<file path="src/rtl/mac_sched_pkg.sv">
// rtl/mac_sched_pkg.sv - shared types, codes and dimension checks for mac_job_sched
package mac_sched_pkg;

  typedef logic [1:0] sched_state_t;

  localparam sched_state_t ST_IDLE  = 2'd0;
  localparam sched_state_t ST_ISSUE = 2'd1;
  localparam sched_state_t ST_WAIT  = 2'd2;
  localparam sched_state_t ST_CMPL  = 2'd3;

  localparam logic [1:0] ERR_OK      = 2'b00;
  localparam logic [1:0] ERR_DIMS    = 2'b01;
  localparam logic [1:0] ERR_TIMEOUT = 2'b10;

  localparam int MNT_W = 12;
  localparam int M_HI  = 11;
  localparam int M_LO  = 8;
  localparam int N_HI  = 7;
  localparam int N_LO  = 4;
  localparam int T_HI  = 3;
  localparam int T_LO  = 0;

  localparam int MAX_DIM = 8;

  function automatic logic dim_ok(input logic [3:0] d);
    return (d != 4'd0) && (d <= 4'(MAX_DIM));
  endfunction

  function automatic logic dims_legal(input logic [MNT_W-1:0] mnt);
    return dim_ok(mnt[M_HI:M_LO]) && dim_ok(mnt[N_HI:N_LO]) && dim_ok(mnt[T_HI:T_LO]);
  endfunction

endpackage

</file>
<file path="src/rtl/mac_job_fifo.sv">
// rtl/mac_job_fifo.sv - per-requester job queue, synchronous FIFO with full/empty flags
module mac_job_fifo #(
  parameter int DEPTH = 2,
  parameter int W     = 16
) (
  input  logic         clk,
  input  logic         rst,
  input  logic         push,
  input  logic [W-1:0] wdata,
  input  logic         pop,
  output logic [W-1:0] rdata,
  output logic         full,
  output logic         empty
);

  localparam int AW = $clog2(DEPTH);

  logic [W-1:0] mem_q [DEPTH];
  logic [AW:0]  wptr_q, wptr_d;
  logic [AW:0]  rptr_q, rptr_d;
  logic         do_push, do_pop;

  // Extra pointer bit distinguishes full from empty when the indices match.
  assign empty   = (wptr_q == rptr_q);
  assign full    = (wptr_q[AW] != rptr_q[AW]) && (wptr_q[AW-1:0] == rptr_q[AW-1:0]);
  assign do_push = push && !full;
  assign do_pop  = pop && !empty;
  assign rdata   = mem_q[rptr_q[AW-1:0]];

  always_comb begin
    wptr_d = wptr_q;
    rptr_d = rptr_q;
    if (do_push) wptr_d = wptr_q + 1'b1;
    if (do_pop)  rptr_d = rptr_q + 1'b1;
  end

  always_ff @(posedge clk) begin
    if (rst) begin
      wptr_q <= '0;
      rptr_q <= '0;
    end else begin
      wptr_q <= wptr_d;
      rptr_q <= rptr_d;
    end
  end

  always_ff @(posedge clk) begin
    if (do_push) mem_q[wptr_q[AW-1:0]] <= wdata;
  end

endmodule

</file>
<file path="src/rtl/mac_job_sched.sv">
// rtl/mac_job_sched.sv - two-requester MAC job scheduler; MAC_WDOG_EN adds the WAIT watchdog
module mac_job_sched
  import mac_sched_pkg::*;
#(
  parameter int QDEPTH   = 2,
  parameter int TAGW     = 4,
  parameter int WDOG_CYC = 1023
) (
  input  logic             CLK,
  input  logic             RST,
  input  logic             REQ0_VALID,
  output logic             REQ0_READY,
  input  logic [11:0]      REQ0_MNT,
  input  logic [TAGW-1:0]  REQ0_TAG,
  input  logic             REQ1_VALID,
  output logic             REQ1_READY,
  input  logic [11:0]      REQ1_MNT,
  input  logic [TAGW-1:0]  REQ1_TAG,
  output logic             START,
  output logic [11:0]      MNT,
  input  logic             CALC_DONE,
  output logic             ABORT,
  output logic             CMP_VALID,
  output logic             CMP_REQ,
  output logic [TAGW-1:0]  CMP_TAG,
  output logic [1:0]       CMP_ERR,
  output logic             BUSY
);

  localparam int EW = MNT_W + TAGW;

  logic [EW-1:0]    q0_rdata, q1_rdata, head;
  logic             q0_full, q0_empty, q1_full, q1_empty;
  logic             q0_pop, q1_pop, grant1, abort;
  sched_state_t     state_q, state_d;
  logic             rr_last_q, rr_last_d;
  logic [MNT_W-1:0] mnt_q, mnt_d;
  logic [TAGW-1:0]  tag_q, tag_d;
  logic             req_q, req_d;
  logic [1:0]       err_q, err_d;
  logic             wdog_hit;

  assign REQ0_READY = !RST && !q0_full;
  assign REQ1_READY = !RST && !q1_full;

  mac_job_fifo #(.DEPTH(QDEPTH), .W(EW)) u_q0 (
    .clk(CLK), .rst(RST), .push(REQ0_VALID && REQ0_READY), .wdata({REQ0_MNT, REQ0_TAG}),
    .pop(q0_pop), .rdata(q0_rdata), .full(q0_full), .empty(q0_empty)
  );

  mac_job_fifo #(.DEPTH(QDEPTH), .W(EW)) u_q1 (
    .clk(CLK), .rst(RST), .push(REQ1_VALID && REQ1_READY), .wdata({REQ1_MNT, REQ1_TAG}),
    .pop(q1_pop), .rdata(q1_rdata), .full(q1_full), .empty(q1_empty)
  );

`ifdef MAC_WDOG_EN
  localparam int CW = $clog2(WDOG_CYC + 1);

  logic [CW-1:0] wdog_q, wdog_d;

  // Counter reads 0 in the first WAIT cycle, so the limit is hit in WAIT cycle WDOG_CYC.
  assign wdog_hit = (state_q == ST_WAIT) && (wdog_q == CW'(WDOG_CYC - 1));

  always_comb begin
    wdog_d = wdog_q;
    if (state_q == ST_ISSUE)     wdog_d = '0;
    else if (state_q == ST_WAIT) wdog_d = wdog_q + 1'b1;
  end

  always_ff @(posedge CLK) begin
    if (RST) wdog_q <= '0;
    else     wdog_q <= wdog_d;
  end
`else
  logic unused_wdog;
  assign unused_wdog = (WDOG_CYC != 0);
  assign wdog_hit    = 1'b0;
`endif

  always_comb begin
    state_d   = state_q;
    rr_last_d = rr_last_q;
    mnt_d     = mnt_q;
    tag_d     = tag_q;
    req_d     = req_q;
    err_d     = err_q;
    q0_pop    = 1'b0;
    q1_pop    = 1'b0;
    abort     = 1'b0;
    grant1    = 1'b0;
    head      = q0_rdata;
    case (state_q)
      ST_IDLE: begin
        if (!q0_empty || !q1_empty) begin
          grant1    = q0_empty ? 1'b1 : (q1_empty ? 1'b0 : !rr_last_q);
          head      = grant1 ? q1_rdata : q0_rdata;
          q0_pop    = !grant1;
          q1_pop    = grant1;
          rr_last_d = grant1;
          req_d     = grant1;
          tag_d     = head[TAGW-1:0];
          if (dims_legal(head[EW-1 -: MNT_W])) begin
            mnt_d   = head[EW-1 -: MNT_W];
            state_d = ST_ISSUE;
          end else begin
            err_d   = ERR_DIMS;
            state_d = ST_CMPL;
          end
        end
      end
      ST_ISSUE: state_d = ST_WAIT;
      ST_WAIT: begin
        // A completion arriving on the expiry cycle takes precedence over the abort.
        if (CALC_DONE) begin
          err_d   = ERR_OK;
          state_d = ST_CMPL;
        end else if (wdog_hit) begin
          abort   = 1'b1;
          err_d   = ERR_TIMEOUT;
          state_d = ST_CMPL;
        end
      end
      default: state_d = ST_IDLE;
    endcase
  end

  always_ff @(posedge CLK) begin
    if (RST) begin
      state_q   <= ST_IDLE;
      rr_last_q <= 1'b1;
      mnt_q     <= '0;
      tag_q     <= '0;
      req_q     <= 1'b0;
      err_q     <= ERR_OK;
    end else begin
      state_q   <= state_d;
      rr_last_q <= rr_last_d;
      mnt_q     <= mnt_d;
      tag_q     <= tag_d;
      req_q     <= req_d;
      err_q     <= err_d;
    end
  end

  assign START     = (state_q == ST_ISSUE);
  assign CMP_VALID = (state_q == ST_CMPL);
  assign MNT       = mnt_q;
  assign CMP_REQ   = req_q;
  assign CMP_TAG   = tag_q;
  assign CMP_ERR   = err_q;
  assign ABORT     = abort;
  assign BUSY      = (state_q != ST_IDLE) || !q0_empty || !q1_empty;

endmodule

</file>
<file path="config.mk">
export PLATFORM = sky130hd
export DESIGN_NAME = mac_job_sched
export DESIGN_NICKNAME = d
export VERILOG_FILES = /design/src/rtl/mac_sched_pkg.sv /design/src/rtl/mac_job_fifo.sv /design/src/rtl/mac_job_sched.sv
export SDC_FILE = /design/constraint.sdc
export NUM_CORES = 1
export LEC_CHECK = 0
export CAP_MARGIN = 0
export CORE_ASPECT_RATIO = 1.4
export CORE_UTILIZATION = 58
export DETAILED_ROUTE_END_ITERATION = 8
export GPL_ROUTABILITY_DRIVEN = 0
export PLACE_DENSITY = 0.86
export RECOVER_POWER = 50
export SYNTH_ARGS = -nofsm -noshare
export SYNTH_HDL_FRONTEND = slang
export SYNTH_SLANG_ARGS = --single-unit
</file>
<file path="constraint.sdc">
create_clock -name CLK -period 3.6 [get_ports CLK]
set_input_delay 0.54 -clock CLK [delete_from_list [all_inputs] [get_ports CLK]]
set_output_delay 0.54 -clock CLK [all_outputs]
set_load 0.05 [all_outputs]
</file>
==> metrics.cfg <==
[final_layout]
final_net_count=417
nFillCells=443
drive_above_1_share_pct=10.5
antenna_cells_inserted=0
most-common-layout-cells=edfxtp_1, dlygate4sd3_1, dfxtp_1
multi_input_area_um2=1430
final_common_cell=edfxtp_1
area_growth_pct=21.2
seq_area_um2=2540

[yosys]
synth-edff-count=64
yosys_most_used_dff=edfxtp_1
syn-cell-area_um2=4090
synth_seq_cells=95
ys_seq_area_share_pct=62.2
async_reset_ff_share_pct=0
synth_cell_types=48
synth_compound_area_share_pct=14.4
synth-simple-area-share_pct=9.43
synth_mux_area_share_pct=6.58
syn_inst=317
synth_top_family_by_area=compound AO/OA/AOI/OAI gates
avgSynthCellArea_um2=12.9
ys_warn_count=0
synthAdderAreaFrac_pct=1.22
synth_xor_area_share_pct=3.00

[drt]
firstDrtPassIters=4
route.detailed.drc=0
ant_nets=0
vias=2764
via_per_inst=5.84
wl_um=8300
drt_iter0_drc=232
wire_per_inst_um=17.6

[timing]
rsz0062_at_grt=false
max_slew.worst_pin.slew_ns=1.07
finalCriticalPeriod_ns=2.96
fin_ws_ns=0.638
fin_crit_sh_pct=82.3
finalHoldViolations=0
fmax_mhz=338
slew_headroom_pct=29.0
clock_skew_ns=0.0114
setup_violations=0
setup_tns_ns=0
maxSlewViolCount=0

[flow_run]
maxCapViolCount=0

[cts]
cts.sinks=95
path_clk_slew_ns=0.09
cts-htree-levels=3
cts_tree=yes
post_cts_buffers=0
root_buffer=clkbuf_8
clk_latency_ns=0.37
clk_path_buf_depth=2
cts-buffers-inserted=9
ctsResizeCount=0
cts_hold_buf=0

[floorplanning]
placementRows=35
core_um2=6700
die_h_um=101
die_area_um2=7390
initial_core_util_pct=61.0
io-pin-count=62
die_w_um=72.9

[grt]
grt_overflow_total=0
grt_pass1_wl_um=13100
grt_usage_pct=24.5
antenna_found_initial=0
grt_max_degree=23
grt_pass1_vias=2698

[setup_path]
crit_path_start_kind=flip-flop
path_max_fanout=17
crit_arrival_ns=3.23
reg2regPathDepth=7
endpoint_kind=flip-flop
critPathRequiredTime_ns=3.87
path_class=flip-flop to flip-flop

[power]
clockPowerShare_pct=19.7
p_sw_mw=1.45
p_leak_nw=1.66
comb_power_share_pct=41.1
power_mw=3.63
power.density_nw_per_um2=732
sw_frac_of_total_pct=39.9
p_int_mw=2.18
seq_power_share_pct=39.2
vdd_ir_drop_max_uv=380

[worst_hold_path]
hold_depth=2
min_from=MNT[8]$_SDFFE_PP0P_
min-delay-path-class=flip-flop to flip-flop

[placed_design]
hpwl_um=5870
io_buffers=59
post-place-ws_ns=0.734

[status]
status=completed

registers in the layout, indices dropped and copies added, names as in the netlist, named ones only:
register,flops
CMP_ERR,1
CMP_REQ,1
CMP_TAG,4
MNT,12
rr_last_q,1
state_q,2
u_q0.mem_q,32
u_q0.rptr_q,2
u_q0.wptr_q,2
u_q1.mem_q,32
u_q1.rptr_q,2
u_q1.wptr_q,2
worst paths after layout:
check,endpoint,slack [ns]
setup / recovery,MNT[3]$_SDFFE_PP0P_,0.64
hold / removal,MNT[8]$_SDFFE_PP0P_,0.48
setup reg to reg,MNT[3]$_SDFFE_PP0P_,0.64
hold reg to reg,MNT[8]$_SDFFE_PP0P_,0.48
synthesized netlist by cell type (2+ instances only):
cell	count	area share, %
edfxtp_1	64	47
dfxtp_1	31	15
nor2_1	20	1.8
mux2i_1	19	4.7
nand2_1	17	1.6
a21oi_1	15	1.8
o21ai_1	12	1.5
clkbuf_1	11	1.0
o311ai_1	11	2.4
a211oi_1	9	1.7
nor3_1	9	1.1
xor2_1	9	1.9
nor2b_1	8	1.2
o21ai_0	8	0.98
mux2_2	7	1.9
o211ai_1	6	1.1
nor3b_1	5	0.92
xnor2_1	5	1.1
buf_2	4	0.49
ha_1	4	1.2
inv_1	4	0.37
buf_4	3	0.55
nand3_1	3	0.37
a2111oi_4	2	1.3
a221oi_2	2	0.73
and2_1	2	0.31
and3_1	2	0.31
buf_6	2	0.55
o22ai_1	2	0.31
or3_1	2	0.31
or4_1	2	0.37
power by group through the flow:
| stage | Clock, mW | Combinational, mW | Sequential, mW |
|---|---|---|---|
| 2_1_floorplan | 0 | 0.938 | 1.59 |
| 3_3_place_gp | 0 | 1.44 | 1.44 |
| 3_5_place_dp | 0 | 1.48 | 1.44 |
| 4_1_cts | 0.717 | 1.49 | 1.42 |
| 5_1_grt | 0.766 | 1.60 | 1.44 |
| 6_report | 0.713 | 1.49 | 1.42 |
worst max-delay path, stage by stage (launching register included):
cell and delay, ns:
dfxtp_1 0.73, mux2i_1 0.39, o21ai_0 0.15, nor3_1 0.24
or4_4 0.20, nand4_4 0.23, or3_1 0.61, o41ai_1 0.31
per-stage QoR:
step / hold WS (ns) / cells / instance area (um2) / utilization [%]
detailed placement: 0.469 / 457 / 4760 / 71.0
CTS: 0.482 / 473 / 4960 / 74.1
finish: 0.477 / 473 / 4950 / 73.9
global route: 0.504 / 473 / 4950 / 73.9
global placement: 0.470 / 457 / 4760 / 71.0
floorplan: 0.460 / 318 / 4090 / -
final cells by class:
type                       instances  area share (%)
sequential                        95            51.3
multi-input combinational        198            28.8
timing repair buffer              68            13.1
clock inverter                     6            1.39
tap                               92            2.32
clock buffer                      10            2.78
inverter                           4           0.303
cells by family (layout without fill, tap and decap cells):
logic type                 Yosys count  count (layout)
muxes                               26              26
other                                1               2
adders and majority gates            4               4
and+or+nand+nor                     74              74
DFF                                 95              95
AOI/OAI and AO/OA                   78              78
xor gates and xnor gates            14              14
buffers and inverters               25              88
per-layer routing:
metal | vias to the layer above | global-route usage (%) | routed length, um
li1 | 1315 | - | -
met1 | 1353 | 28.6 | 3310
met2 | 79 | 43.1 | 4500
met3 | 17 | 3.38 | 258
met4 | 0 | 13.6 | 234
met5 | - | 0 | 0
(Power assumes the default switching activity.)
